**config.mk**
```make
export PLATFORM = sky130hd
export DESIGN_NAME = des_round_sequencer
export DESIGN_NICKNAME = d
export VERILOG_FILES = /design/src/rtl/des_round_sequencer.sv
export SDC_FILE = /design/constraint.sdc
export NUM_CORES = 1
export LEC_CHECK = 0
export ABC_AREA = 1
export BUFFER_PORTS_ARGS = -buffer_cell sky130_fd_sc_hd__buf_2
export CAP_MARGIN = 0
export CORE_AREA = 5 5 136 138
export CTS_BUF_LIST = sky130_fd_sc_hd__clkbuf_8
export DETAILED_ROUTE_END_ITERATION = 6
export DIE_AREA = 0 0 141 143
export HOLD_SLACK_MARGIN = 0.15
export PLACE_DENSITY = 0.72
export SLEW_MARGIN = 20
export SYNTH_ARGS = -nofsm -noshare
export SYNTH_HDL_FRONTEND = slang
export SYNTH_SLANG_ARGS = --single-unit
```
**constraint.sdc**
```tcl
create_clock -name clk -period 2.6 [get_ports clk]
set_input_delay 0.26 -clock clk [delete_from_list [all_inputs] [get_ports clk]]
set_output_delay 0.26 -clock clk [all_outputs]
set_load 0.02 [all_outputs]
```
**src/rtl/des_round_sequencer.sv**
```systemverilog
// Iterative DES controller: drives one external combinational Feistel round per clock
// for ROUNDS rounds, then applies the final half swap and pulses done.
module des_round_sequencer #(
    parameter int unsigned ROUNDS = 16
) (
    input  logic        clk,
    input  logic        rst,
    input  logic        start,
    input  logic        decrypt,
    input  logic [31:0] in_left,
    input  logic [31:0] in_right,
    output logic [3:0]  round_idx,
    input  logic [47:0] round_key,
    output logic [31:0] rnd_in_left,
    output logic [31:0] rnd_in_right,
    output logic [47:0] rnd_key,
    input  logic [31:0] rnd_out_left,
    input  logic [31:0] rnd_out_right,
    output logic [31:0] out_left,
    output logic [31:0] out_right,
    output logic        busy,
    output logic        done
);

    localparam logic [3:0] LAST_CNT = 4'(ROUNDS - 1);

    typedef enum logic {
        IDLE,
        RUN
    } state_t;

    state_t      state;
    state_t      state_next;
    logic [31:0] l_half;
    logic [31:0] r_half;
    logic [3:0]  cnt;
    logic        mode;
    logic        last_round;

    assign last_round   = (cnt == LAST_CNT);
    assign round_idx    = mode ? (LAST_CNT - cnt) : cnt;
    assign rnd_in_left  = l_half;
    assign rnd_in_right = r_half;
    assign rnd_key      = round_key;

    always_comb begin
        state_next = state;
        busy       = 1'b0;
        case (state)
            IDLE: begin
                if (start) begin
                    state_next = RUN;
                end
            end
            RUN: begin
                busy = 1'b1;
                if (last_round) begin
                    state_next = IDLE;
                end
            end
            default: state_next = IDLE;
        endcase
    end

    always_ff @(posedge clk) begin
        if (rst) begin
            state     <= IDLE;
            l_half    <= '0;
            r_half    <= '0;
            cnt       <= '0;
            mode      <= 1'b0;
            out_left  <= '0;
            out_right <= '0;
            done      <= 1'b0;
        end else begin
            state <= state_next;
            done  <= 1'b0;
            case (state)
                IDLE: begin
                    if (start) begin
                        l_half <= in_left;
                        r_half <= in_right;
                        cnt    <= '0;
                        mode   <= decrypt;
                    end
                end
                RUN: begin
                    l_half <= rnd_out_left;
                    r_half <= rnd_out_right;
                    if (last_round) begin
                        // Final DES swap: the last round's halves leave crossed over.
                        cnt       <= '0;
                        done      <= 1'b1;
                        out_left  <= rnd_out_right;
                        out_right <= rnd_out_left;
                    end else begin
                        cnt <= cnt + 4'd1;
                    end
                end
                default: ;
            endcase
        end
    end

endmodule
```
Yosys cells after proc, flatten, opt, wreduce, memory -nomap -nowiden
Cells that the tools add are included.
- add/subtract/negate cells: 2
- bitwise logic cells: 1
- reduce and logical (&&, ||, !) cells: 3
- mux-type cells: 13
- equality and inequality tests: 2
- operators by type and width (cell ; number):
    32-bit case mux with 2 select lines ; 2
    32-bit 2-to-1 mux ; 2
    4-bit 2-to-1 mux ; 3
    4-bit case mux with 2 select lines ; 1
    4-bit by 1-bit adder with 4-bit output (second input constant) ; 1
    4-bit == test (second input constant) ; 1
    1-bit 2-to-1 mux ; 4
    2-bit AND reduction ; 2
    4-bit subtractor (first input constant) ; 1
    2-bit inequality test (second input constant) ; 1
    1-bit case mux with 2 select lines ; 1
    2-bit OR reduction ; 1
    1-bit NOT ; 1
- output and inout port bits: 182
- input bits: 180
- flip-flop bits (word level): 135
- logic and storage cells: 29

Depth between registers and ports, before layout
Gate-level depths: netlist of the first run.
- depth in word-level cells: 3
- depth in mapped cells: 8
- gate-level depth less buffers: 6

Least setup slack after synthesis of the first run
No wires, ideal clock.
- path kind: register to output
- start point: register cnt[3]
- end point: output port round_idx[3]
- arrival: 1208 ps
- slack: 1132 ps
- buffers on the path: 3
- data required time: 2340 ps
- stages on the path, launching flop included: 5
- cell sequence: dfxtp_1 > buf_2 > buf_2 > buf_2 > xor2_1
- longest elaborated chain between the ends: 2
- RTL lines (item ; RTL line ; text):
    from (decl) ; 36 ; logic [3:0] cnt;
    from (signal assigned) ; 97 ; cnt <= cnt + 4'd1;
    4-bit subtractor ; 41 ; assign round_idx = mode ? (LAST_CNT - cnt) : cnt;
    4-bit 2-to-1 mux * ; 41 ;
    to (decl) ; 12 ; output logic [3:0] round_idx,
Mark *: on every way between the ends. The rest lies on a longest branch, timed or not.

Final worst setup path of the first run
- start point: register state
- end point: register l_half[27], in the netlist rnd_in_left[27]
- longest elaborated chain between the ends: 2
- elaborated cells between the ends (all ways): 3
- classes of those cells: eq/ne: 1; mux: 1; bitwise: 1
- RTL lines (item ; RTL line ; text):
    from (decl) ; 32 ; state_t state;
    from (signal assigned) ; 76 ; state <= state_next;
    1-bit NOT ; - ;
    32-bit case mux with 2 select lines / 2-bit inequality test (equally long branches) ; - ;
    to (signal assigned) ; 81 ; l_half <= in_left;
    to (signal assigned) ; 88 ; l_half <= rnd_out_left;
    to (decl) ; 34 ; logic [31:0] l_half;
Parallel ways exist; a longest one is shown, timed or not.
A chain may end at the register's enable or synchronous reset.

==> metrics.txt, run 1 <==
Post-Synthesis Cells=about 930; # rows=48; Synth Area in Compound Gates=slightly below 9%; DRC viols=0; Slowest-stage cell, CP=dlygate4sd3_1; DIE AREA=between 0.02 and 0.025 mm2; CP peak stage delay=between 500 and 600 ps; Area Growth Syn to Fin=39.2%; Worst Skew=about 13 ps; worst-margin pin slew=1010 ps; antenna cells=0; Post-Synth XOR/XNOR Area=0.531%; reg-to-reg endpoint=rnd_in_left[27]$_SDFFE_PP0P_; Max Transition Viols Final=0; synth warn=0; reg-to-reg startpoint=state$_SDFF_PP0_; Design Power=4.72 mW; Netlist cell types=25; Worst slew margin=between 30% and 40%; Final Instance Count excl. Fillers=1478; HPWL after DPL=13100 um; critical path capture point type=flop; CTS tree=yes; Syn Area/Cell=a little over 7 um2; data required time of the critical path=2980 ps; CP Class=reg -> reg; top post-synthesis cells by area=dfxtp_1 41%, nand2_1 17%, buf_4 6.4%; Initial DRC Count=250; WHS Path Cells=5; Worst Hold Class=in -> reg; Worst Hold End=rnd_in_right[20]$_SDFFE_PP0P_; Vias/cell=~4.8; Port Buffer Count=~270; Max FO, Critical Path=41; TritonCTS Buffers=17; Yosys reg bits=about 140; largest family of logic cells by synthesized area=simple AND/OR/NAND/NOR gates; status=completed; CORE AREA=0.0171 mm2; post-route setup TNS=0 ps; cts repair resizes=0; Achievable Freq=455 MHz; Power per Cell Area=approximately 500 mW/mm2; r2r worst-path depth=7; max cap viols=0; Worst Slack Setup Final=about 400 ps; initial antenna violation count=0; Global Route Usage Sum=about a fifth; DP Area=about 0.0075 mm2; Worst-Skew Late Latency=between 400 and 500 ps; Peak VDD IR=284 uV; Hold Crit Start=in_right[20]; Hold Vio Cnt, Final=0; post-synthesis mux area share=0%; placed cells=1314; Leak=approximately 4.9 nW; largest net degree at the start of global routing=132; Reg clk slew, reported paths=roughly 80 ps; post-place setup slack=~960 ps; H-tree Lvls=4; share of the synthesized area in the top cell type=around two fifths; initial core utilization=between 30 and 40%; register area share after synthesis=41.0%; Post-Synth Adder-Cell Area=less than 1%; first-pass GRT wire length=between 30000 and 40000 um; final core utilization=roughly 54%; Syn Std Cell Area=0.00660 mm2; total global routing overflow=0; critical path's most frequent cell=nand2_1; vias=7072; ANT nets after route=0; arrival time at the worst endpoint=approximately 2600 ps; drt pass-1 iters=5; unrepaired setup endpoints after global routing=false; Post-Syn Nets=between 1000 and 1500; fraction of layout cells with a size suffix above 1=approximately a quarter; Clock Sink Count=135; Final period util=84.6%; DIE WIDTH=approximately 140 um; Die H=143 um; post-layout instance area=0.00918 mm2; # setup viols final=0; post-route minimum period=~2200 ps; number of global-route vias before repair=between 7000 and 8000; critical path, cell by cell=nor2_4 -> buf_12 -> nand2_1 -> nand3_1 -> dlygate4sd3_1 -> nand2_1 -> inv_1; R2R setup slack=~400 ps; Root Buffer Master=clkbuf_8; Nets=1422; fillers=1578; simple-gate share of the synthesized area=between 30% and 40%; clock tree buffer depth=2; cell taking the most area after synthesis=dfxtp_1; hold slack=roughly 190 ps; routed wire length=around 21000 um; GPL Wtd Cong=about 0.84; Ports=362; drt wl/cell=around 14 um; startpoint types=flop
==> registers in the layout (all words and copies together) (netlist names) <==
register / cells
done: 1
rnd_in_right: 32
out_right: 32
cnt: 4
state: 1
mode: 1
out_left: 32
rnd_in_left: 32
==> worst max path at each step <==
stage | from | to | depth (start not counted)
2_1_floorplan | cnt[3]$_SDFFE_PP0P_ | round_idx[3] | 4
3_3_place_gp | start | rnd_in_left[18]$_SDFFE_PP0P_ | 8
3_5_place_dp | start | rnd_in_right[26]$_SDFFE_PP0P_ | 8
4_1_cts | state$_SDFF_PP0_ | rnd_in_left[18]$_SDFFE_PP0P_ | 7
5_1_grt | state$_SDFF_PP0_ | rnd_in_left[27]$_SDFFE_PP0P_ | 7
6_report | state$_SDFF_PP0_ | rnd_in_left[27]$_SDFFE_PP0P_ | 7
==> repair_timing <==
action,in CTS,in global routing
hold buffers,133,0
hold endpoints to repair,105,0
buffers inserted,0,0
setup endpoints to repair,0,0
==> critical path: cells and delay by family (launching register included) <==
family                 cells  cell delay (ps)
buffers and inverters      3              950
DFF                        1              370
and+or+nand+nor            4              820
==> power breakdown <==
part           switching (mW)  leakage [nW]  internal, mW
Clock                   0.794         0.196         0.812
Sequential             0.0463          1.10          2.15
Combinational           0.486          3.60         0.432
Total                    1.33          4.90          3.39
==> layer usage <==
metal / global-route usage [%] / wire length [um] / up-vias
met5: 0 / 0 / -
met4: 10.4 / 788 / 0
met3: 5.99 / 1770 / 65
met2: 36.2 / 10400 / 345
met1: 22.9 / 8330 / 3203
li1: - / - / 3459
==> cell usage in the layout, fill, tap and decap left out, drive strengths merged <==
master	count
clkinv	3
nor2	71
xor2	4
clkbuf	20
bufinv	1
ha	1
o211ai	28
inv	103
nor3	1
clkinvlp	2
buf	276
nand3b	36
a21oi	68
nand2	301
dlygate4sd3	133
a22oi	1
dfxtp	135
nand3	65
o21ai	4
==> cells in the mapped netlist <==
cell / number
a21oi_1: 68
a22oi_1: 1
buf_1: 2
buf_12: 6
buf_2: 26
buf_4: 56
buf_6: 8
buf_8: 5
clkbuf_1: 11
clkinv_1: 1
dfxtp_1: 135
ha_1: 1
inv_1: 96
inv_2: 1
nand2_1: 300
nand2_2: 1
nand3_1: 65
nand3b_1: 36
nor2_1: 68
nor2_2: 1
nor2_4: 2
nor3_1: 1
o211ai_1: 28
o21ai_0: 4
xor2_1: 4
==> kinds of logic (layout without fill, tap and decap cells) <==
family                     count (synthesis)  after routing
buffers and inverters                    212            538
adders and majority gates                  1              1
AOI/OAI and AO/OA                        101            101
and+or+nand+nor                          474            474
DFF                                      135            135
xor gates and xnor gates                   4              4
==> layout make-up <==
| class | instances | area (um2) | area share [%] |
|---|---|---|---|
| Clock buffer | 20 | 275 | 3.00 |
| Clock inverter | 11 | 85.1 | 0.927 |
| Inverter | 98 | 370 | 4.03 |
| Multi-Input combinational cell | 580 | 2650 | 28.8 |
| Sequential cell | 135 | 2710 | 29.5 |
| Tap cell | 225 | 282 | 3.07 |
| Timing Repair Buffer | 409 | 2820 | 30.7 |
Power figures use the tool's default switching activity.
==> run 2, diff against run 1 <==
--- a/config.mk
+++ b/config.mk
@@ -5,7 +5,7 @@
 export SDC_FILE = /design/constraint.sdc
 export NUM_CORES = 1
 export LEC_CHECK = 0
-export ABC_AREA = 1
+export ABC_AREA = 0
 export BUFFER_PORTS_ARGS = -buffer_cell sky130_fd_sc_hd__buf_2
 export CAP_MARGIN = 0
 export CORE_AREA = 5 5 136 138
@@ -13,7 +13,7 @@
 export DETAILED_ROUTE_END_ITERATION = 6
 export DIE_AREA = 0 0 141 143
 export HOLD_SLACK_MARGIN = 0.15
-export PLACE_DENSITY = 0.72
+export PLACE_DENSITY = 0.75
 export SLEW_MARGIN = 20
 export SYNTH_ARGS = -nofsm -noshare
 export SYNTH_HDL_FRONTEND = slang
==> constraint.sdc (replaced) <==
create_clock -name clk -period 1.9 [get_ports clk]
set_input_delay 0.19 -clock clk [delete_from_list [all_inputs] [get_ports clk]]
set_output_delay 0.19 -clock clk [all_outputs]
set_load 0.02 [all_outputs]
==> run 2 against run 1 <==
Net effect:
- synthesized cell count decreased by 31%
- core utilization rose by 2.0 points
- area after synthesis about the same
- sequential share of layout area down 1.1 points
- critical path depth down 3
- fmax up 23%
- global-route usage decreased by 2.0 points
- combinational power is 41% higher
- cell area grew 3.7%
- register-to-register slack got worse by 300 ps
- critical path type unchanged
- largest cell class is now multi-input combinational cells
==> metrics.txt, run 2 <==
Achievable Freq=roughly 560 MHz; Clock Sink Count=~140; Ports=between 300 and 400; Syn Area/Cell=between 10 and 15 um2; Max Transition Viols Final=0; Global Route Usage Sum=18.7%; # setup viols final=0; vias=around 5700; clock tree buffer depth=2; DP Area=between 0.007 and 0.008 mm2; Int Power=approximately 5.2 mW; Logic pwr share=around 18%; placed cells=about 1100; initial core utilization=38.7%; Worst Slack Setup Final=106 ps; startpoint types=flop; Port Buffer Count=approximately 270; Post-synth ARST share=0%; Post-Synthesis Cells=between 600 and 700; max cap viols=0; Worst Skew=roughly 14 ps; Hold Vio Cnt, Final=0; post-route minimum period=approximately 1800 ps; Leak=roughly 4.3 nW; Syn Std Cell Area=roughly 0.0066 mm2; ys flop type=dfxtp_1; CTS tree=yes; Setup Fix Bufs, Post-CTS=0; r2r worst-path depth=4; routed wire length=slightly below 20000 um; Flop pwr share=42.9%; Worst slew margin=between 60% and 70%; Post-Syn Nets=between 800 and 900; delay-heaviest family, CP=buffers and inverters; top post-synthesis cells by area=dfxtp_1 41%, mux2i_1 20%, nand2b_1 12%; most frequent cells after synthesis=135 x dfxtp_1, 129 x mux2i_1, 128 x nand2b_1; status=completed; total global routing overflow=0; WHS Path Cells=4; first-pass GRT wire length=between 30000 and 40000 um; commonest non-fill, non-tap cell in the layout=buf_2; CP Class=reg -> reg; H-tree Lvls=4; share of the synthesized area in the top cell type=41.0%; TritonCTS Buffers=17; arrival time at the worst endpoint=between 2000 and 2500 ps; ANT nets after route=0; Slowest-stage cell, CP=dlygate4sd3_1; cell taking the most area after synthesis=dfxtp_1; commonest cells after routing, fill and taps aside=263 x buf_2, 134 x dfxtp_1, 129 x mux2i_1; Final Instance Count excl. Fillers=~1200; critical path capture point type=flop; Worst-Skew Late Latency=~430 ps; DIE AREA=just over 0.02 mm2; CORE AREA=between 0.015 and 0.02 mm2; Worst path depth=4; register area share after synthesis=41.0%; Root Buffer Master=clkbuf_8; post-layout instance area=about 0.0095 mm2; unrepaired setup endpoints after global routing=false; Final period util=roughly 94%; Switching Fraction=about a quarter; synth warn=0; DRC viols=0; Die H=143 um; post-route setup TNS=0 ps; clock group share of total power=38.7%; initial antenna violation count=1; critical path, cell by cell=buf_6 -> mux2i_1 -> dlygate4sd3_1 -> nor2_1; data required time of the critical path=between 2000 and 2500 ps; Peak VDD IR=around 390 uV; CP peak stage delay=590 ps; # rows=48; Vias/cell=between 4 and 5; fraction of layout cells with a size suffix above 1=roughly a third; DIE WIDTH=between 100 and 150 um; most common cell in the netlist=dfxtp_1; GPL Wtd Cong=between 0.7 and 0.8; Initial DRC Count=between 150 and 200; Power per Cell Area=roughly 730 mW/mm2; drt wl/cell=around 16 um; Max FO, Critical Path=35; HPWL after DPL=about 13000 um; worst-margin pin slew=551 ps; WP buf/inv=2; Area Growth Syn to Fin=44.3%; drt pass-1 iters=4; post-place setup slack=approximately 340 ps; Reg clk slew, reported paths=~80 ps; Yosys reg bits=~140; Nets=approximately 1200; Switch Pwr=1.80 mW; Worst Hold Class=in -> reg; largest net degree at the start of global routing=55; number of global-route vias before repair=5981; Post-synth EDFFs=0; Netlist cell types=26
==> run 2: power groups by stage <==
stage                     Sequential, mW  Combinational, mW  Clock, mW
after global placement              3.06              0.957          0
after CTS                           3.00               1.27       2.78
final                               3.00               1.29       2.70
after detailed placement            3.06              0.969          0
after global routing                3.01               1.39       2.92
after floorplan                     3.19              0.608          0
==> run 2: final cells by class <==
| type | count | area (um2) |
|---|---|---|
| antenna | 1 | 2.50 |
| fill | 1423 | 7540 |
| sequential | 135 | 2710 |
| inverter | 1 | 3.75 |
| tap | 225 | 282 |
| clock inverter | 14 | 210 |
| clock buffer | 17 | 234 |
| timing repair buffer | 407 | 2840 |
| multi-input combinational | 413 | 3240 |
==> run 2: cells by family after synthesis <==
kind of cell	Yosys count	synth area share [%]
muxes	193	30.5
DFF	135	41.0
xor gates and xnor gates	4	0.531
buffers and inverters	94	9.87
adders and majority gates	1	0.190
AOI/OAI and AO/OA	7	0.702
and+or+nand+nor	208	17.2
==> run 2: metal layers <==
metal | track usage, % | vias to the layer above | share of wire (%)
li1 | - | 2738 | -
met1 | 20.4 | 2666 | 39
met2 | 33.8 | 216 | 51
met3 | 5.32 | 39 | 7.0
met4 | 7.85 | 0 | 2.2
met5 | 0 | - | 0
==> run 2: through the flow <==
stage               hold slack, ps  power [mW]  utilization, %
finish                         155        6.99            55.8
floorplan                      337        3.79               -
global placement               380        4.01            45.6
global route                   165        7.32            55.8
detailed placement             380        4.03            45.6
CTS                            150        7.05            55.7
==> run 2: worst register-to-register path, cell delays in order, from the launching register on <==
cell and delay (ps):
dfxtp_4 370, buf_6 370, mux2i_1 330, dlygate4sd3_1 590, nor2_1 40
==> run 2: final timing paths <==
check                                                     end                      start  slack, ps
worst max-delay path            rnd_in_right[27]$_SDFFE_PP0P_           state$_SDFF_PP0_        110
worst min register to register      out_left[30]$_SDFFE_PP0P_  out_left[30]$_SDFFE_PP0P_        470
worst min-delay path            rnd_in_right[17]$_SDFFE_PP0P_               in_right[17]        160
worst max register to register  rnd_in_right[27]$_SDFFE_PP0P_           state$_SDFF_PP0_        110
==> run 2: timing repair <==
item	CTS	global route
resized for setup	0	2
hold buffers	128	0
endpoints found under the setup margin	0	45
endpoints found under the hold margin	129	0
==> run 3, diff against run 2 <==
--- a/config.mk
+++ b/config.mk
@@ -13,8 +13,9 @@
 export DETAILED_ROUTE_END_ITERATION = 6
 export DIE_AREA = 0 0 141 143
 export HOLD_SLACK_MARGIN = 0.15
+export MAX_ROUTING_LAYER = met4
 export PLACE_DENSITY = 0.75
-export SLEW_MARGIN = 20
+export SLEW_MARGIN = 15
 export SYNTH_ARGS = -nofsm -noshare
 export SYNTH_HDL_FRONTEND = slang
 export SYNTH_SLANG_ARGS = --single-unit
==> constraint.sdc (replaced) <==
create_clock -name clk -period 1.9 [get_ports clk]
set_input_delay 0.19 -clock clk [delete_from_list [all_inputs] [get_ports clk]]
set_output_delay 0.19 -clock clk [all_outputs]
set_load 0.005 [all_outputs]
==> run 3 against run 2 <==
Net effect:
- clock skew about the same
- die area unchanged
- combinational power down 10%
- worst setup slack better by 5.6 ps
- sequential share of layout area unchanged
- count of clock-buffer cells in the layout unchanged
- first-iteration DRC count up 19%
- hold slack better by 1.7 ps
- largest cell class unchanged
==> metrics.txt, run 3 (synthesis gave the netlist of run 2 again) <==
Setup Fix Bufs, Post-CTS=0; initial core utilization=about two fifths; Initial DRC Count=around 230; GPL Wtd Cong=roughly 0.80; WL met1=just under 8000 um; hold slack=around 160 ps; Worst Hold Class=in -> reg; Slowest-stage cell, CP=dlygate4sd3_1; Top Metal Used=met4; delay-heaviest family, CP=buffers and inverters; clock tree buffer depth=2; unrepaired setup endpoints after global routing=false; data required time of the critical path=2220 ps; status=completed; Reg clk slew, reported paths=80 ps; CTS tree=yes; Nets=between 1000 and 1500; Port Buffer Count=265; WL met3=around 1200 um; DIE AREA=between 0.02 and 0.025 mm2; Clock Sink Count=approximately 140; Worst-Skew Late Latency=around 430 ps; post-route setup TNS=0 ps; CORE AREA=between 0.015 and 0.02 mm2; commonest cells after routing, fill and taps aside=263 x buf_2, 134 x dfxtp_1, 129 x mux2i_1; largest net degree at the start of global routing=55; CP Class=reg -> reg; # setup viols final=0; total global routing overflow=0; number of global-route vias before repair=roughly 6000; HPWL after DPL=~13000 um; Ports=about 360; Worst Skew=around 14 ps; Root Buffer Master=clkbuf_8; Max FO, Critical Path=35; worst-margin pin slew=about 550 ps; Worst slew margin=~63%; drt wl/cell=15.9 um; met2 wire length=around 9900 um; initial antenna violation count=1; critical path capture point type=flop; Power per Cell Area=a little over 700 mW/mm2; DRC viols=0; startpoint types=flop; # rows=between 40 and 50; fraction of layout cells with a size suffix above 1=between 30% and 40%; first-pass GRT wire length=about 30000 um; Vias/cell=about 4.7; Hold Vio Cnt, Final=0; Final period util=about 94%; Leak=4.34 nW; Area Growth Syn to Fin=44.3%; post-route minimum period=1790 ps; arrival time at the worst endpoint=between 2000 and 2500 ps; ANT nets after route=0; max cap viols=0; Max Transition Viols Final=0; commonest non-fill, non-tap cell in the layout=buf_2; WP buf/inv=2; Peak VDD IR=385 uV; Die H=143 um; routed wire length=19300 um; critical path, cell by cell=buf_6 -> mux2i_1 -> dlygate4sd3_1 -> nor2_1; vias=between 5000 and 6000; drt pass-1 iters=4; DIE WIDTH=about 140 um; Global Route Usage Sum=between 10% and 20%; CP peak stage delay=roughly 600 ps; TritonCTS Buffers=17; Achievable Freq=559 MHz; H-tree Lvls=4
[run 3: cell counts in the layout (fill, tap and decap cells not counted)]
No cell type changed its count.
[run 3: area by class of cell]
type                       instances  area (um2)
antenna                            1        2.50
timing repair buffer             407        2840
tap                              225         282
multi-input combinational        413        3240
clock buffer                      17         234
inverter                           1        3.75
sequential                       135        2710
clock inverter                    14         210
fill                            1423        7540
[run 3: per-layer routing]
metal | track usage [%] | vias up
met2 | 33.8 | 217
met1 | 21.0 | 2672
met3 | 4.52 | 41
met4 | 7.85 | 0
met5 | - | -
li1 | - | 2740
[run 3: repair_timing]
action	in CTS	in global routing
gates resized for setup	0	2
endpoints found under the hold margin	129	0
setup endpoints to repair	0	45
hold buffers	128	0
[run 3: worst reg2reg max path, stage by stage, from the launching register on]
cell	delay, ps
dfxtp_4	370
buf_6	360
mux2i_1	330
dlygate4sd3_1	600
nor2_1	40
[run 3: where the power goes]
part	internal [mW]	total [mW]	switching, mW
Clock	1.55	2.70	1.15
Sequential	2.94	3.00	0.0585
Combinational	0.703	1.16	0.454
Total	5.19	6.85	1.66
[run 3: through the flow]
stage	setup slack, ps	instances	power [mW]	util, %	area [um2]
after floorplan	551	642	3.60	-	6600
after global placement	401	1053	3.88	45.6	7780
after detailed placement	339	1053	3.90	45.6	7780
after CTS	26.6	1212	6.91	55.7	9510
after global routing	21.8	1213	7.19	55.8	9520
final	111	1213	6.85	55.8	9520
[run 3: final timing paths]
check	startpoint	endpoint	slack [ps]	cells past startpoint
max	state$_SDFF_PP0_	rnd_in_right[27]$_SDFFE_PP0P_	110	4
min	in_right[17]	rnd_in_right[17]$_SDFFE_PP0P_	160	4
max reg2reg	state$_SDFF_PP0_	rnd_in_right[27]$_SDFFE_PP0P_	110	4
min reg2reg	out_left[30]$_SDFFE_PP0P_	out_left[30]$_SDFFE_PP0P_	470	2
